File: src/rtl/rr_arbiter4.sv
// rr_arbiter4: four-requester round-robin arbiter with a bounded hold time.
// The owner index and busy flag are registered; the one-hot grant bus is a
// plain 2-to-4 decode of them, so no output depends combinationally on req.
module rr_arbiter4 #(
    parameter int MAX_HOLD = 4  // legal range 1..255
) (
    input  logic       clk,
    input  logic       rst,
    input  logic [3:0] req,
    output logic [3:0] gnt,
    output logic [1:0] gnt_idx,
    output logic       gnt_valid
);

    typedef enum logic {
        IDLE  = 1'b0,
        GRANT = 1'b1
    } state_t;

    // Last hcnt value before the owner must give way to a waiting requester.
    localparam logic [7:0] HOLD_LAST = 8'(MAX_HOLD - 1);

    state_t     state;
    logic [1:0] owner;
    logic [1:0] ptr;
    logic [7:0] hcnt;

    logic       owner_req;
    logic [3:0] others;
    logic       any_req;
    logic       any_other;
    logic [1:0] win_all;
    logic [1:0] win_other;

    // First set bit of mask scanning start, start+1, ... (mod 4).
    // Scanning backwards and overwriting leaves the earliest hit in result.
    function automatic logic [1:0] rr_search(input logic [3:0] mask,
                                             input logic [1:0] start);
        logic [1:0] result;
        logic [1:0] cand;
        result = start;
        for (int i = 3; i >= 0; i--) begin
            cand = start + 2'(i);
            if (mask[cand]) result = cand;
        end
        return result;
    endfunction

    // Arbitration candidates derived from the current request vector.
    always_comb begin
        // NOTE: every always_comb output gets a default first so no path can
        // leave it unassigned and infer a latch.
        owner_req = req[owner];
        others    = req & ~(4'b0001 << owner);
        any_req   = |req;
        any_other = |others;
        win_all   = rr_search(req, ptr);
        win_other = rr_search(others, ptr);
    end

    // Owner/busy/pointer/hold-counter state machine; reset overrides all.
    always_ff @(posedge clk) begin
        // NOTE: state registers use non-blocking assignments so every
        // right-hand side sees the values from before this edge.
        if (rst) begin
            state <= IDLE;
            owner <= 2'd0;
            ptr   <= 2'd0;
            hcnt  <= 8'd0;
        end else begin
            case (state)
                IDLE: begin
                    if (any_req) begin
                        state <= GRANT;
                        owner <= win_all;
                        ptr   <= win_all + 2'd1;
                        hcnt  <= 8'd0;
                    end
                end
                GRANT: begin
                    if (owner_req && !any_other) begin
                        // Sole requester: keep the grant, counter saturates.
                        if (hcnt < HOLD_LAST) hcnt <= hcnt + 8'd1;
                    end else if (owner_req && hcnt < HOLD_LAST) begin
                        // Others waiting but hold budget not yet used up.
                        hcnt <= hcnt + 8'd1;
                    end else if (any_other) begin
                        // Forced rotation or release with a waiter: the owner
                        // is excluded either way, so both resolve identically.
                        owner <= win_other;
                        ptr   <= win_other + 2'd1;
                        hcnt  <= 8'd0;
                    end else begin
                        state <= IDLE;
                        hcnt  <= 8'd0;
                    end
                end
                default: begin
                    state <= IDLE;
                    hcnt  <= 8'd0;
                end
            endcase
        end
    end

    // Grant bus: 2-to-4 decode of the registered owner, gated by busy.
    always_comb begin
        gnt_valid = (state == GRANT);
        gnt_idx   = owner;
        gnt       = gnt_valid ? (4'b0001 << owner) : 4'b0000;
    end

endmodule

File: config.mk
export PLATFORM = sky130hd
export DESIGN_NAME = rr_arbiter4
export DESIGN_NICKNAME = d
export VERILOG_FILES = /design/src/rtl/rr_arbiter4.sv
export SDC_FILE = /design/constraint.sdc
export NUM_CORES = 1
export LEC_CHECK = 0
export CAP_MARGIN = 10
export CORE_MARGIN = 4
export CORE_UTILIZATION = 25
export CTS_CLUSTER_DIAMETER = 40
export DETAILED_ROUTE_END_ITERATION = 10
export PLACE_DENSITY = 0.5
export SLEW_MARGIN = 20
export SYNTH_ARGS = -nofsm -noshare
export SYNTH_HDL_FRONTEND = slang
export SYNTH_SLANG_ARGS = --single-unit
File: constraint.sdc
create_clock -name clk -period 3.5 [get_ports clk]
set_input_delay 0.7 -clock clk [delete_from_list [all_inputs] [get_ports clk]]
set_output_delay 0.7 -clock clk [all_outputs]
set_load 0.02 [all_outputs]
# [Word-level counts from Yosys, hierarchy flattened]
# Cells that the tools add are included.
[word_totals] regBits=13 out_inout_bits=7 elab_cells=79
[classes] addsub=6 magnitude_cmp=6 n_eq_ne=5 n_shift=1 mux=47 n_bitwise=3 reduce_logical=7
[op_table] op="2-to-1 mux 2 bit" n=16
[op_table] op="2-to-1 mux 8 bit" n=4
[op_table] op="binary-select mux 1 bit (select 2 bit)" n=9
[op_table] op="one-hot mux 8 bit (2 select lines)" n=1
[op_table] op="less-than comparator 2 x 3 -> 1 bit (second input constant)" n=5
[op_table] op="2-to-1 mux 1 bit" n=13
[op_table] op="adder 8 x 1 -> 8 bit (second input constant)" n=1
[op_table] op="less-than comparator 8 x 2 -> 1 bit (second input constant)" n=1
[op_table] op="one-hot mux 2 bit (2 select lines)" n=2
[op_table] op="OR reduction 4 bit" n=2
[op_table] op="adder 2 x 1 -> 2 bit (second input constant)" n=3
[op_table] op="!= test 2 bit (second input constant)" n=3
[op_table] op="adder 2 bit (second input constant)" n=2
[op_table] op="AND 4 bit" n=1
[op_table] op="2-to-1 mux 4 bit" n=1
[op_table] op="NOT 4 bit" n=1
[op_table] op="AND reduction 4 bit" n=1
[op_table] op="<< shifter 1 x 2 -> 4 bit (first input constant)" n=1
[op_table] op="!= test 3 x 2 -> 1 bit (second input constant)" n=1
[op_table] op="logical AND 1 bit" n=2
[op_table] op="!= test 2 x 1 -> 1 bit (second input constant)" n=1
[op_table] op="one-hot mux 1 bit (2 select lines)" n=1
[op_table] op="AND reduction 2 bit" n=1
[op_table] op="zero test 1 bit" n=1
[op_table] op="NOT 1 bit" n=1

# [Longest topological paths before layout]
[logic_depth] ltp_word=14 depth_mapped=8

# [Worst setup path after synthesis]
# No wires, ideal clock.
[synth_path] path_kind="input-to-reg" from="input port req[2]" to="register ptr[1]" arrival_time_ps=2321 setup_slack_ps=1100 path_stages=8 n_path_buf=1 cell_sequence="buf_4 -> nor2b_1 -> a221oi_2 -> o221ai_2 -> or4_1 -> o211ai_2 -> xnor2_1 -> a211oi_2"
[synth_via] elab_chain_cells=12 word_cells_on_any_way=44
[synth_rtl] item="start: declaration" line_no="9" text="input logic [3:0] req,"
[synth_rtl] item="AND 4 bit" line_no="54" text="others = req & ~(4'b0001 << owner);"
[synth_rtl] item="binary-select mux 1 bit (select 2 bit)" line_no="44" text="if (mask[cand]) result = cand;"
[synth_rtl] item="2-to-1 mux 1 bit (implied by the code)" line_no="44"
[synth_rtl] item="2-to-1 mux 2 bit (4 in series)" line_no="44"
[synth_rtl] item="adder 2 x 1 -> 2 bit" line_no="91" text="ptr <= win_other + 2'd1;"
[synth_rtl] item="2-to-1 mux 2 bit" line_no="87" text="end else if (any_other) begin"
[synth_rtl] item="2-to-1 mux 2 bit" line_no="84" text="end else if (owner_req && hcnt < HOLD_LAST) begin"
[synth_rtl] item="2-to-1 mux 2 bit" line_no="81" text="if (owner_req && !any_other) begin"
[synth_rtl] item="one-hot mux 2 bit (2 select lines)" line_no="71" text="case (state)"
[synth_rtl] item="end signal: assignment" line_no="76" text="ptr <= win_all + 2'd1;"
[synth_rtl] item="end signal: assignment" line_no="91"
[synth_rtl] item="end: declaration" line_no="25" text="logic [1:0] ptr;"
# Several ways; a longest one is shown, not always the timed one. The select of a mux whose other input is x is not followed.
# A chain may end at the register's enable or synchronous reset.

# [Worst setup path in the final report]
[layout_path] from="input port req[1]" to="register ptr[1]"
# Same word-level chain as after synthesis.

==> metrics.txt <==
Synth Area in XOR/XNOR=0.0335; detailed placement HPWL=1800 um; max-slew violations=0; Final #Nets=~150; share of the synthesized area in the top cell type=0.249; Clock Latency Late Sink=0.24 ns; Layout Skew=0.00288 ns; routed len/inst=between 10 and 15 um; crit share post-route=0.827; outcome=completed; Diodes inserted=0; syn avg cell area=8.05 um^2; post-synthesis register bit count=13; CP required=approximately 3.7 ns; Rows=23; cts repair resizes=0; DIE AREA=approximately 5300 um^2; hold_buf cts=0; clock root buffer=clkbuf_8; Syn-to-layout area delta=17.8%; top cell family by delay on the critical path=simple AND/OR/NAND/NOR gates; final WL=about 2500 um; largest net degree at the start of global routing=18; worst hold path type=reg -> reg; Max Fclk=roughly 350 MHz; Power Internal=~410 uW; Residual DRC=0; Die H=approximately 73 um; distinct cell type count of the synthesized netlist=48; Synth Instances=130; synthesized cell area=between 1000 and 1500 um^2; CP cell instances=clkdlybuf4s50_1 -> and2_1 -> a221oi_2 -> o221ai_2 -> or4_1 -> o211ai_2 -> xnor2_1 -> a211oi_2; final RePlAce weighted congestion=between 0.8 and 0.9; Ports=13; synth warn=0; CP Buf/Inv Count=1; post-CTS setup buffer count=0; first-pass iteration count of the detailed router=4; Via density=5.40; CP endpoint kind=flop; minimum clock period=a little under 3 ns; leakage power=0.454 nW; TritonCTS clock tree=yes; Clock power frac=0.183; largest family of logic cells by synthesized area=compound AO/OA/AOI/OAI gates; most frequent cells in the layout=nor2_1 (16), dfxtp_1 (13), clkdlybuf4s50_1 (12), nor3_1 (8); RSZ-0062 raised after global routing=false; layout cells sized above 1=0.109; DR iter-0 viols=~130; maximum vdd drop=roughly 0.22 mV; Critical Path AT=3.05 ns; PwrDens=568 nW/um^2; Slowest Stage Delay on Critical Path=slightly below 0.7 ns; Clk pin slew, worst setup/hold paths=approximately 0.05 ns; leading cell type in the layout, fill and taps excluded=nor2_1; asr flop ratio synth=0; Sw Pwr=a little under 300 uW; CP Class=in -> reg; worst-margin pin slew=around 0.66 ns; core area=approximately 4000 um^2; Port Buffer Count=12; Synth area leader=dfxtp_1; Hold Fails Final Rpt=0; CTS Sinks=13; Inserted Clock Buffers=3; endpoints failing setup=0; post-synthesis compound-gate area fraction=0.289; slowest CP cell=clkdlybuf4s50_1; Synth Area in Simple Gates=0.274; initial antenna violation count=0; mux contribution to synthesized area=0.0718; Max Root-Sink Buffers=2; Crit Path Max Fanout=17; Area contributors post-synth=dfxtp_1 (25%), nor2_1 (5.7%), nor3_1 (3.8%), nor2b_1 (3.6%), mux2i_1 (2.9%); combinational fraction of design power=0.477; fin util=0.306; syn_nets=between 100 and 150; register share of total power=0.340; sequential-to-total area share from yosys stat=0.249; Congestion Overflow GR=0; relative slew slack=0.562; via count=approximately 1000; first-pass GRT wire length=between 4000 and 5000 um; Adder-Cell Fraction of Synth Area=0.0215; Die Width=72.7 um; CTS H-Tree Depth=1; vias in the first global route=around 1000; Starting Density=0.260; Synth Flop Type=dfxtp_1; Worst setup SP type=primary input; Sw Ratio=0.417; number of synthesized flops with an enable pin=0; Global Route Usage Sum=0.102; setup tns final=0 ns; Max-Cap Viols=0; remaining antenna violation count after routing=0
power by group through the flow:
stage / clock network (mW) / registers, mW / logic (mW)
3_3_place_gp: 0 / 0.242 / 0.329
3_5_place_dp: 0 / 0.240 / 0.331
5_1_grt: 0.144 / 0.245 / 0.363
2_1_floorplan: 0 / 0.202 / 0.288
6_report: 0.128 / 0.238 / 0.334
4_1_cts: 0.136 / 0.237 / 0.333
path summary, 6_finish.rpt:
check / start / depth (start not counted) / endpoint / slack [ns]
worst max-delay path: req[1] / 8 / ptr[1] / 0.61
worst min-delay path: hcnt[5] / 2 / hcnt[5] / 0.45
worst max register to register: gnt_idx[1] / 7 / ptr[1] / 1.02
worst min register to register: hcnt[5] / 2 / hcnt[5] / 0.45
cell type report:
class	count	area, um^2
fill	437	2800
clock buffer	4	45.0
sequential	13	260
multi-input combinational	103	722
inverter	6	22.5
tap	50	62.6
timing repair buffer	12	120
cell usage after synthesis, drive strengths merged (2+ instances only):
cell type	instances
a211oi	2
a21oi	6
a221oi	2
a22o	2
a22oi	2
a41oi	2
and2	4
and3	2
buf	3
clkbuf	5
dfxtp	13
inv	6
mux2	2
mux2i	3
nand2	6
nand2b	3
nand4	2
nor2	16
nor2b	6
nor3	8
nor4	3
o21a	2
o21ai	4
o221ai	2
o22ai	2
or4	2
xnor2	2
xor2	2
cells by family after synthesis:
logic type	Yosys count
AO/OA/AOI/OAI	36
adder cells (fa/ha/maj)	2
flip-flops	13
buffers and inverters	14
AND/OR/NAND/NOR	55
XOR/XNOR	4
multiplexers	6
layer usage:
layer	share of wire	vias to the layer above	wire (um)	global-route usage
li1	-	505	-	-
met1	0.48	486	1200	0.132
met2	0.47	20	1180	0.169
met3	0.042	4	105	0.0262
met4	0.010	0	25	0.0266
met5	0	-	0	0
stage by stage:
step / instances / instance area [um^2] / hold WS (ns) / worst slack [ns] / total power [mW]
4_1_cts: 188 / 1230 / 0.446 / 0.624 / 0.706
6_report: 188 / 1230 / 0.447 / 0.606 / 0.700
2_1_floorplan: 130 / 1050 / 0.412 / 1.10 / 0.490
3_3_place_gp: 184 / 1190 / 0.425 / 0.436 / 0.571
5_1_grt: 188 / 1230 / 0.463 / 0.484 / 0.752
3_5_place_dp: 184 / 1190 / 0.438 / 0.384 / 0.571
worst register-to-register path: stages (launching register included):
cell and delay [ns]:
dfxtp_1 0.74, nand2b_2 0.21, a221oi_2 0.33, o221ai_2 0.15, or4_1 0.55, o211ai_2 0.12, xnor2_1 0.10, a211oi_2 0.21
state kept, by name, summed over array words and instances (netlist names):
register   count
gnt_valid      1
gnt_idx        2
hcnt           8
ptr            2
No activity file was read; power rests on OpenSTA's default activity.
